--- src/rtl/wb_scoreboard_pkg.sv ---
// vliw_pkg: shared constants and slot naming for the VLIW issue/writeback path.
//   NUM_SLOTS   issue/result slots per bundle
//   XLEN        register data width
//   REG_ADDR_W  register index width
//   NUM_REGS    architectural register count (x0 hardwired to zero)
//   slot_e      slot index: 0=LSU, 1=IXU1, 2=IXU2
package vliw_pkg;
  localparam int NUM_SLOTS  = 3;
  localparam int XLEN       = 32;
  localparam int REG_ADDR_W = 5;
  localparam int NUM_REGS   = 32;

  typedef enum logic [1:0] {
    SLOT_LSU  = 2'd0,
    SLOT_IXU1 = 2'd1,
    SLOT_IXU2 = 2'd2
  } slot_e;
endpackage

--- src/rtl/wb_scoreboard_regsb.sv ---
// reg_scoreboard: pending-write (busy) vector plus issue hazard detection.
// Ports:
//   clk, rst                       clock, synchronous active-high reset
//   iss_valid, iss_wr              per-slot issue valid / writes-destination
//   iss_rd, iss_rs1, iss_rs2       per-slot register indices (packed by slot)
//   clr                            busy bits to clear this edge (writebacks)
//   busy                           registered pending-write vector
//   stall                          combinational: bundle cannot issue
//   dup                            combinational: two valid writers share an rd
module reg_scoreboard import vliw_pkg::*; #(
  parameter int NUM_SLOTS = 3
) (
  input  logic                            clk,
  input  logic                            rst,
  input  logic [NUM_SLOTS-1:0]            iss_valid,
  input  logic [NUM_SLOTS-1:0]            iss_wr,
  input  logic [NUM_SLOTS*REG_ADDR_W-1:0] iss_rd,
  input  logic [NUM_SLOTS*REG_ADDR_W-1:0] iss_rs1,
  input  logic [NUM_SLOTS*REG_ADDR_W-1:0] iss_rs2,
  input  logic [NUM_REGS-1:0]             clr,
  output logic [NUM_REGS-1:0]             busy,
  output logic                            stall,
  output logic                            dup
);
  logic                  hazard;
  logic                  accept;
  logic [NUM_REGS-1:0]   set;
  logic [NUM_REGS-1:0]   busy_next;
  logic [REG_ADDR_W-1:0] rd, rs1, rs2;

  always_comb begin
    hazard = 1'b0;
    dup    = 1'b0;
    rd     = '0;
    rs1    = '0;
    rs2    = '0;
    for (int s = 0; s < NUM_SLOTS; s++) begin
      rd  = iss_rd [s*REG_ADDR_W +: REG_ADDR_W];
      rs1 = iss_rs1[s*REG_ADDR_W +: REG_ADDR_W];
      rs2 = iss_rs2[s*REG_ADDR_W +: REG_ADDR_W];
      if (iss_valid[s]) begin
        if (rs1 != '0 && busy[rs1])               hazard = 1'b1;  // RAW
        if (rs2 != '0 && busy[rs2])               hazard = 1'b1;  // RAW
        if (iss_wr[s] && rd != '0 && busy[rd])    hazard = 1'b1;  // WAW
        for (int t = s + 1; t < NUM_SLOTS; t++)
          if (iss_valid[t] && iss_wr[s] && iss_wr[t] && rd != '0 &&
              rd == iss_rd[t*REG_ADDR_W +: REG_ADDR_W])
            dup = 1'b1;
      end
    end
    stall = hazard | dup;
  end

  assign accept = (|iss_valid) & ~stall;

  always_comb begin
    set = '0;
    for (int s = 0; s < NUM_SLOTS; s++)
      if (accept && iss_valid[s] && iss_wr[s])
        set[iss_rd[s*REG_ADDR_W +: REG_ADDR_W]] = 1'b1;
    // Set wins over a same-edge clear; x0 is never pending.
    busy_next    = (busy & ~clr) | set;
    busy_next[0] = 1'b0;
  end

  always_ff @(posedge clk) begin
    if (rst) busy <= '0;
    else     busy <= busy_next;
  end
endmodule

--- src/rtl/wb_scoreboard.sv ---
// wb_scoreboard: issue scoreboard plus result writeback arbitration.
// Ports:
//   clk, rst                        clock, synchronous active-high reset
//   iss_valid/iss_wr/iss_rd/rs1/rs2 per-slot issue bundle
//   iss_stall                       combinational: bundle not accepted
//   res_valid/res_rd/res_data       per-slot execution results
//   rf_wr_en/rf_rd/rf_wr_data       registered register-file write ports
//   busy                            pending-write vector
//   wb_count, drop_count            saturating writeback / drop counters
//   err_dup                         sticky duplicate-destination error
module wb_scoreboard import vliw_pkg::*; #(
  parameter int NUM_SLOTS = 3,
  parameter int XLEN      = 32
) (
  input  logic                            clk,
  input  logic                            rst,
  input  logic [NUM_SLOTS-1:0]            iss_valid,
  input  logic [NUM_SLOTS-1:0]            iss_wr,
  input  logic [NUM_SLOTS*REG_ADDR_W-1:0] iss_rd,
  input  logic [NUM_SLOTS*REG_ADDR_W-1:0] iss_rs1,
  input  logic [NUM_SLOTS*REG_ADDR_W-1:0] iss_rs2,
  output logic                            iss_stall,
  input  logic [NUM_SLOTS-1:0]            res_valid,
  input  logic [NUM_SLOTS*REG_ADDR_W-1:0] res_rd,
  input  logic [NUM_SLOTS*XLEN-1:0]       res_data,
  output logic [NUM_SLOTS-1:0]            rf_wr_en,
  output logic [NUM_SLOTS*REG_ADDR_W-1:0] rf_rd,
  output logic [NUM_SLOTS*XLEN-1:0]       rf_wr_data,
  output logic [NUM_REGS-1:0]             busy,
  output logic [31:0]                     wb_count,
  output logic [15:0]                     drop_count,
  output logic                            err_dup
);
  localparam int CNT_W = $clog2(NUM_SLOTS + 1);

  logic [NUM_SLOTS-1:0]  keep;
  logic [NUM_REGS-1:0]   clr;
  logic [CNT_W-1:0]      n_wb, n_drop;
  logic [REG_ADDR_W-1:0] rd;
  logic                  shadowed;
  logic                  dup;
  logic [32:0]           wb_sum;
  logic [16:0]           drop_sum;

  reg_scoreboard #(.NUM_SLOTS(NUM_SLOTS)) u_regsb (
    .clk       (clk),
    .rst       (rst),
    .iss_valid (iss_valid),
    .iss_wr    (iss_wr),
    .iss_rd    (iss_rd),
    .iss_rs1   (iss_rs1),
    .iss_rs2   (iss_rs2),
    .clr       (clr),
    .busy      (busy),
    .stall     (iss_stall),
    .dup       (dup)
  );

  // A result survives only if it targets a pending nonzero rd and no
  // higher-index slot writes the same rd this cycle (younger slot wins).
  always_comb begin
    keep     = '0;
    clr      = '0;
    n_wb     = '0;
    n_drop   = '0;
    rd       = '0;
    shadowed = 1'b0;
    for (int s = 0; s < NUM_SLOTS; s++) begin
      rd       = res_rd[s*REG_ADDR_W +: REG_ADDR_W];
      shadowed = 1'b0;
      for (int t = s + 1; t < NUM_SLOTS; t++)
        if (res_valid[t] && res_rd[t*REG_ADDR_W +: REG_ADDR_W] == rd)
          shadowed = 1'b1;
      if (res_valid[s]) begin
        if (rd != '0 && busy[rd] && !shadowed) begin
          keep[s] = 1'b1;
          clr[rd] = 1'b1;
          n_wb    = n_wb + 1'b1;
        end else begin
          n_drop  = n_drop + 1'b1;
        end
      end
    end
  end

  assign wb_sum   = {1'b0, wb_count}   + 33'(n_wb);
  assign drop_sum = {1'b0, drop_count} + 17'(n_drop);

  always_ff @(posedge clk) begin
    if (rst) begin
      rf_wr_en   <= '0;
      rf_rd      <= '0;
      rf_wr_data <= '0;
      wb_count   <= '0;
      drop_count <= '0;
      err_dup    <= 1'b0;
    end else begin
      rf_wr_en <= keep;
      for (int s = 0; s < NUM_SLOTS; s++)
        if (keep[s]) begin
          rf_rd     [s*REG_ADDR_W +: REG_ADDR_W] <= res_rd  [s*REG_ADDR_W +: REG_ADDR_W];
          rf_wr_data[s*XLEN       +: XLEN]       <= res_data[s*XLEN       +: XLEN];
        end
      wb_count   <= wb_sum[32]   ? '1 : wb_sum[31:0];
      drop_count <= drop_sum[16] ? '1 : drop_sum[15:0];
      if (dup) err_dup <= 1'b1;
    end
  end
endmodule
--- config.mk ---
export PLATFORM = sky130hd
export DESIGN_NAME = wb_scoreboard
export DESIGN_NICKNAME = d
export VERILOG_FILES = /design/src/rtl/wb_scoreboard_pkg.sv /design/src/rtl/wb_scoreboard_regsb.sv /design/src/rtl/wb_scoreboard.sv
export SDC_FILE = /design/constraint.sdc
export NUM_CORES = 1
export LEC_CHECK = 0
export CORE_AREA = 3 3 178 180
export DETAILED_ROUTE_END_ITERATION = 8
export DIE_AREA = 0 0 181 183
export GPL_TIMING_DRIVEN = 1
export PLACE_DENSITY = 0.76
export SKIP_LAST_GASP = 1
export SYNTH_ARGS = -nofsm -noshare
export SYNTH_HDL_FRONTEND = slang
export SYNTH_SLANG_ARGS = --single-unit
--- constraint.sdc ---
create_clock -name clk -period 4.8 [get_ports clk]
set_input_delay 0.96 -clock clk [delete_from_list [all_inputs] [get_ports clk]]
set_output_delay 0.96 -clock clk [all_outputs]
set_load 0.01 [all_outputs]
==> reports/results.txt, run 1 <==
Worst skew pair latency = 0.45 ns
Number of max-cap violations = 0
Detailed Route Iter0 Violations = 1805
Comb pwr share = 22.7%
Die ar. = 33100 um^2
Status = finished clean
Die Span Y = 183 um
LEAKAGE = 7.19 nW
Reg area = 3880 um^2
Yosys warning total = 0
Most instantiated library cell after synthesis = dfxtp_1
Final setup fails = 0
DRC viols = 0
Pint = 2.88 mW
Crit path kind = in2out
Final min period = 4.71 ns
Vias per inst = 6.24
Clk root buf = clkbuf_16
Hold_sp = rf_wr_data[83]$_SDFFE_PP0P_
Initial Utilization = 43.5%
Tightest Pin Transition = 0.894 ns
Post-Synthesis Cell Area = 13200 um^2
Yosys cell types = 79
Clock buffer depth = 2
Syn_nets = 1692
CTS Hold Bufs = 0
Post-synthesis sequential area ratio = 29.4%
PwrDens = 219 nW/um^2
Drt pass-1 iters = 6
Net Switching = 1.23 mW
CTS tree = done
Max FO, Critical Path = 7
CTS H-tree lvls = 4
Post-layout util = 61.7%
Max Clk Rate = 212 MHz
Dpl hpwl = 37800 um
R2r endpoint = drop_count[11]$_SDFF_PP0_
CTS sink count = 194
Cells after synthesis = 1517
Critical path capture point type = primary output
Grt met3 use = 8.83%
Cells on Worst Hold Path = 2
Main flop type after synthesis = dfxtp_1
Switching Share = 29.9%
Area leader, netlist = dfxtp_1
Num CTS Buffers = 17
Setup tns final = 0 ns
HP Class = reg2reg
Row cnt = 64
Grt met2 use = 49.5%
GR Util All Layers = 30.1%
Busiest grt layer = met2
I/O pins = 363
Die W = 181 um
Top post-synthesis cells by count = 194 x dfxtp_1, 164 x nor2_1, 151 x mux2i_1
Clk network pwr share = 35.7%
GPL Wtd Cong = 1.08
Fill cells = 2535
Sequential Power Share = 41.6%
Fin nets = 2084
Vias post-DR = 14475
Total power draw = 4.10 mW
Synth-to-layout area growth = 41.9%
Top cell type's share of synthesized area = 29.4%
Slew margin rel. = 40.3%
Clock-pin slew on the worst setup and hold paths = 0.07 ns
CP arrival = 3.75 ns
M1 GR Usage = 37.1%
Ranking of synthesized cells by area = dfxtp_1 29%, mux2i_1 11%, mux4_2 9.7%, nor2_1 4.7%, nand2_1 4.1%
Reg2reg path depth = 18
Critical Path RT = 3.84 ns
DR WL/cell = 22.5 um
Synthesized flop and latch total = 194
Largest net degree at the start of global routing = 74
Vias in the first global route = 14233
Final global-route overflow total = 0
Hold path endpoint = rf_wr_data[83]$_SDFFE_PP0P_
Crit Reg-Reg Startpoint = u_regsb.busy[31]$_SDFF_PP0_
# port buffers = 361
Setup Skew = 0.0127 ns
Routed Antenna Nets = 0
Async SR Flop Fraction = 0%
Startpoint types = input port
Syn_area_per_cell = 8.69 um^2
Initial antenna violation count = 1
Post-synth EDFFs = 0
Maximum VDD drop = 0.000245 V
Final slew viol count = 0
R2r setup slk = 0.43 ns
Final hold viol count = 0
Detailed Route WL = 52300 um
Share of cells above drive strength 1 = 16.8%
Global-route wire length before repair = 80100 um
Area of the multi-input gates = 8620 um^2
Core area = 30300 um^2
Period utilization = 98.2%
[flip-flops by register name, summed over array words and instances, names as in the netlist]
register and flops:
u_regsb.busy 31, wb_count 32, rf_rd 15, rf_wr_data 96, err_dup 1, rf_wr_en 3
drop_count 16
[layout by cell type, fill, tap and decap left out, drive strengths merged, types with 10 or more instances in the layout]
| master | n |
|---|---|
| mux2i | 151 |
| clkbuf | 18 |
| a221o | 24 |
| buf | 175 |
| clkdlybuf4s50 | 356 |
| nor2b | 17 |
| a21oi | 97 |
| o31ai | 23 |
| o32ai | 11 |
| nand3 | 44 |
| or3 | 10 |
| nor3b | 16 |
| nor3 | 18 |
| and3 | 19 |
| nor4 | 13 |
| o21ai | 17 |
| xnor2 | 27 |
| dfxtp | 194 |
| mux4 | 57 |
| o41ai | 11 |
| o221ai | 11 |
| nor2 | 164 |
| o311ai | 27 |
| nand2 | 143 |
| xor2 | 41 |
| nand2b | 16 |
| nand4 | 21 |
| inv | 28 |
| o22ai | 30 |
[layer usage]
| metal | wire [um] | part of all wire (%) |
|---|---|---|
| met3 | 6290 | 12 |
| met2 | 24000 | 46 |
| met4 | 2500 | 4.8 |
| met5 | 0 | 0 |
| met1 | 19400 | 37 |
[cell type report]
class | instances | share of cell area, %
diodes | 1 | 0.0134
clock buffers | 18 | 2.29
clock inverters | 14 | 0.883
inverters | 23 | 0.461
multi-input cells | 1138 | 46.1
flip-flops and latches | 194 | 20.8
well taps | 396 | 2.65
repair buffers | 535 | 26.9
[cells by family (layout without fill, tap and decap cells)]
family | after synthesis | in the layout | share of synthesized area (%)
XOR/XNOR | 68 | 68 | 4.52
AND/OR/NAND/NOR | 535 | 535 | 20.2
other | 1 | 2 | 0.0284
AO/OA/AOI/OAI | 309 | 309 | 17.0
multiplexers | 217 | 217 | 22.0
flip-flops | 194 | 194 | 29.4
buffers and inverters | 185 | 590 | 5.93
adder cells (fa/ha/maj) | 8 | 8 | 0.873
[per-stage QoR]
step | instances | area, um^2 | hold slack (ns) | worst slack (ns)
floorplan | 1517 | 13200 | 0.481 | -0.0168
global placement | 2284 | 18000 | 0.441 | -0.521
detailed placement | 2284 | 18000 | 0.445 | -0.575
CTS | 2316 | 18600 | 0.457 | -0.00173
global route | 2318 | 18700 | 0.473 | -0.00687
finish | 2319 | 18700 | 0.454 | 0.0862
[what timing repair did]
item	CTS	global route
resized for setup	3	22
endpoints found under the setup margin	29	38
endpoints found under the hold margin	0	0
pin swaps	0	11
setup buffers	0	2
[power by group through the flow]
stage	Sequential (mW)	Combinational [mW]	Clock, mW
finish	1.71	0.932	1.46
global placement	1.74	0.896	0
floorplan	1.75	0.446	0
detailed placement	1.74	0.908	0
CTS	1.71	0.913	1.49
global route	1.71	0.995	1.55
[worst max-delay path: stages]
cell,delay [ns]
clkdlybuf4s50_1,0.45
buf_4,0.18
mux4_2,0.53
mux2i_2,0.20
o21a_1,0.18
a31oi_2,0.16
o41ai_2,0.35
nand4_2,0.16
or2_4,0.28
dlygate4sd2_1,0.29
[worst max path at each step]
stage | cells after the start | to | start | slack (ns)
after floorplan | 19 | wb_count[10]$_SDFF_PP0_ | res_rd[3] | -0.02
after global placement | 21 | wb_count[30]$_SDFF_PP0_ | res_rd[6] | -0.52
after CTS | 21 | wb_count[30]$_SDFF_PP0_ | res_rd[6] | -0.002
final | 10 | iss_stall | iss_rd[6] | 0.09
after global routing | 22 | wb_count[26]$_SDFF_PP0_ | res_rd[0] | -0.007
after detailed placement | 21 | wb_count[30]$_SDFF_PP0_ | res_rd[6] | -0.58
(Power assumes the default switching activity.)
==> run 2: changes to the inputs <==
--- a/config.mk
+++ b/config.mk
@@ -9,6 +9,6 @@
 export DETAILED_ROUTE_END_ITERATION = 8
 export DIE_AREA = 0 0 181 183
+export DONT_BUFFER_PORTS = 1
 export GPL_TIMING_DRIVEN = 1
-export PLACE_DENSITY = 0.76
 export SKIP_LAST_GASP = 1
 export SYNTH_ARGS = -nofsm -noshare
==> constraint.sdc (replaced) <==
create_clock -name clk -period 4.8 [get_ports clk]
set_input_delay 0.96 -clock clk [delete_from_list [all_inputs] [get_ports clk]]
set_output_delay 0.96 -clock clk [all_outputs]
set_load 0.1 [all_outputs]
==> reports/results.txt, run 2 (synthesis results as in run 1) <==
Hold_sp = rst
CTS tree = done
Setup tns final = 0 ns
Synth-to-layout area growth = 7.13%
Commonest non-fill, non-tap cell in the layout = dfxtp_1
R2r endpoint = wb_count[25]$_SDFF_PP0_
Final slew viol count = 0
DRC viols = 0
Max FO, Critical Path = 19
Switching Share = 34.4%
Global-route wire length before repair = 71600 um
Detailed Route Iter0 Violations = 1271
Vias in the first global route = 11773
Routed Antenna Nets = 0
Share of cells above drive strength 1 = 13.8%
CP arrival = 4.85 ns
Crit path kind = reg2reg
Largest Register = rf_wr_data
Tightest Pin Transition = 1.17 ns
Final setup fails = 0
Die Span Y = 183 um
RSZ-0062 raised after global routing = false
Biggest regs = rf_wr_data: 96 flops, wb_count: 32 flops, u_regsb.busy: 31 flops
Most frequent cells in the layout = 191 x dfxtp_1, 164 x nor2_1, 151 x mux2i_1, 142 x nand2_1, 97 x a21oi_1
Clock buffer depth = 2
PwrDens = 283 nW/um^2
Number of max-cap violations = 0
Dpl hpwl = 33200 um
Met1 Wirelength = 18200 um
Max reg flops = 96
Critical path capture point type = flip-flop
DR WL/cell = 25.7 um
I/O pins = 363
Core area = 30300 um^2
Slew margin rel. = 21.8%
Status = finished clean
Hold path endpoint = err_dup$_SDFFE_PP0P_
LEAKAGE = 5.31 nW
Clock-pin slew on the worst setup and hold paths = 0.08 ns
Clk network pwr share = 36.2%
Cells on Worst Hold Path = 1
Max Clk Rate = 223 MHz
HP Class = in2reg
Clk root buf = clkbuf_16
Die W = 181 um
GPL Wtd Cong = 0.917
Row cnt = 64
CTS H-tree lvls = 4
Crit Reg-Reg Startpoint = u_regsb.busy[1]$_SDFF_PP0_
Metal3 WL = 5560 um
Pint = 2.63 mW
GR Util All Layers = 27.3%
WL met2 = 22300 um
CTS Hold Bufs = 0
Worst skew pair latency = 0.45 ns
Reg2reg path depth = 17
Final global-route overflow total = 0
Startpoint types = flip-flop
Critical Path RT = 5.17 ns
Die ar. = 33100 um^2
Vias post-DR = 12200
Period utilization = 93.4%
Fill cells = 2922
# port buffers = 0
Sequential Power Share = 50.7%
Maximum VDD drop = 0.000370 V
Hold slack = 0.588 ns
Post-cts resize count = 0
Initial Utilization = 43.5%
Post-CTS setup buffer count = 0
Comb pwr share = 13.1%
Fin nets = 1616
Detailed Route WL = 47600 um
Final hold viol count = 0
R2r setup slk = 0.32 ns
Initial antenna violation count = 1
Largest net degree at the start of global routing = 191
CTS sink count = 194
Uppermost layer routed = met4
Vias per inst = 6.59
Num CTS Buffers = 17
Net Switching = 1.38 mW
Setup Skew = 0.0210 ns
Drt pass-1 iters = 6
Final min period = 4.48 ns
run 2: cell types whose count changed in the layout (fill, tap and decap cells not counted), sizes merged:
cell,delta
clkbuf,+2
buf,-108
clkdlybuf4s50,-356
clkinvlp,+2
dlygate4sd2,-1
dlymetal6s2s,-3
clkinv,-4
run 2: worst max-delay path by stage:
stage | cells after the start | slack, ns | start | end
after CTS | 17 | 0.40 | u_regsb.busy[1]$_SDFF_PP0_ | wb_count[25]$_SDFF_PP0_
after detailed placement | 17 | 0.14 | res_rd[6] | wb_count[25]$_SDFF_PP0_
after global placement | 17 | 0.17 | res_rd[6] | wb_count[30]$_SDFF_PP0_
after global routing | 16 | 0.02 | u_regsb.busy[1]$_SDFF_PP0_ | wb_count[31]$_SDFF_PP0_
final | 17 | 0.32 | u_regsb.busy[1]$_SDFF_PP0_ | wb_count[25]$_SDFF_PP0_
after floorplan | 19 | -0.02 | res_rd[3] | wb_count[10]$_SDFF_PP0_
run 2: area by class of cell:
type / count / area (um^2) / area share (%)
Multi-Input combinational cell: 1138 / 8560 / 60.6
Sequential cell: 194 / 3890 / 27.5
Timing Repair Buffer: 67 / 515 / 3.65
Tap cell: 396 / 495 / 3.51
Clock buffer: 20 / 447 / 3.16
Clock inverter: 12 / 138 / 0.974
Inverter: 23 / 86.3 / 0.611
Antenna cell: 1 / 2.50 / 0.0177
run 2: routing by layer:
metal | vias up | track usage (%)
met5 | - | 0
met4 | 0 | 9.48
met2 | 778 | 44.2
li1 | 5457 | -
met3 | 115 | 9.16
met1 | 5850 | 34.4
run 2: worst max-delay path, stage by stage, from the launching register on:
cell and delay (ns):
dfxtp_2 0.64, mux2i_1 0.13, mux4_2 0.50, a22oi_1 0.21, nand2_1 0.08, nor3_1 0.42
ha_1 0.34, nand2_1 0.07, o21ai_0 0.09, xnor2_1 0.21, ha_1 0.22, fa_1 0.20
and3_1 0.21, nand4_1 0.20, nor3_4 0.34, nand2_1 0.13, buf_4 0.23, a21oi_1 0.15
run 2: power groups by stage:
stage / sequential, mW / combinational, mW / clock, mW
final: 2.03 / 0.524 / 1.45
after global routing: 2.04 / 0.568 / 1.55
after CTS: 2.03 / 0.518 / 1.48
after detailed placement: 2.07 / 0.518 / 0
after floorplan: 2.10 / 0.460 / 0
after global placement: 2.07 / 0.508 / 0
run 2: through the flow:
step           area (um^2)  std cells  utilization [%]  setup WS, ns  total power, mW
5_1_grt              14100       1851             46.5        0.0191             4.15
2_1_floorplan        13200       1517                -       -0.0219             2.56
6_report             14100       1851             46.5         0.318             4.00
3_5_place_dp         13500       1818             44.6         0.138             2.58
4_1_cts              14100       1850             46.5         0.403             4.03
3_3_place_gp         13500       1818             44.6         0.174             2.58
==> run 3: changes to the inputs <==
Settings changed: SLEW_MARGIN set to 15.
==> results of run 3 <==
No change in the layout: final DEF, timing and power equal those of run 2.
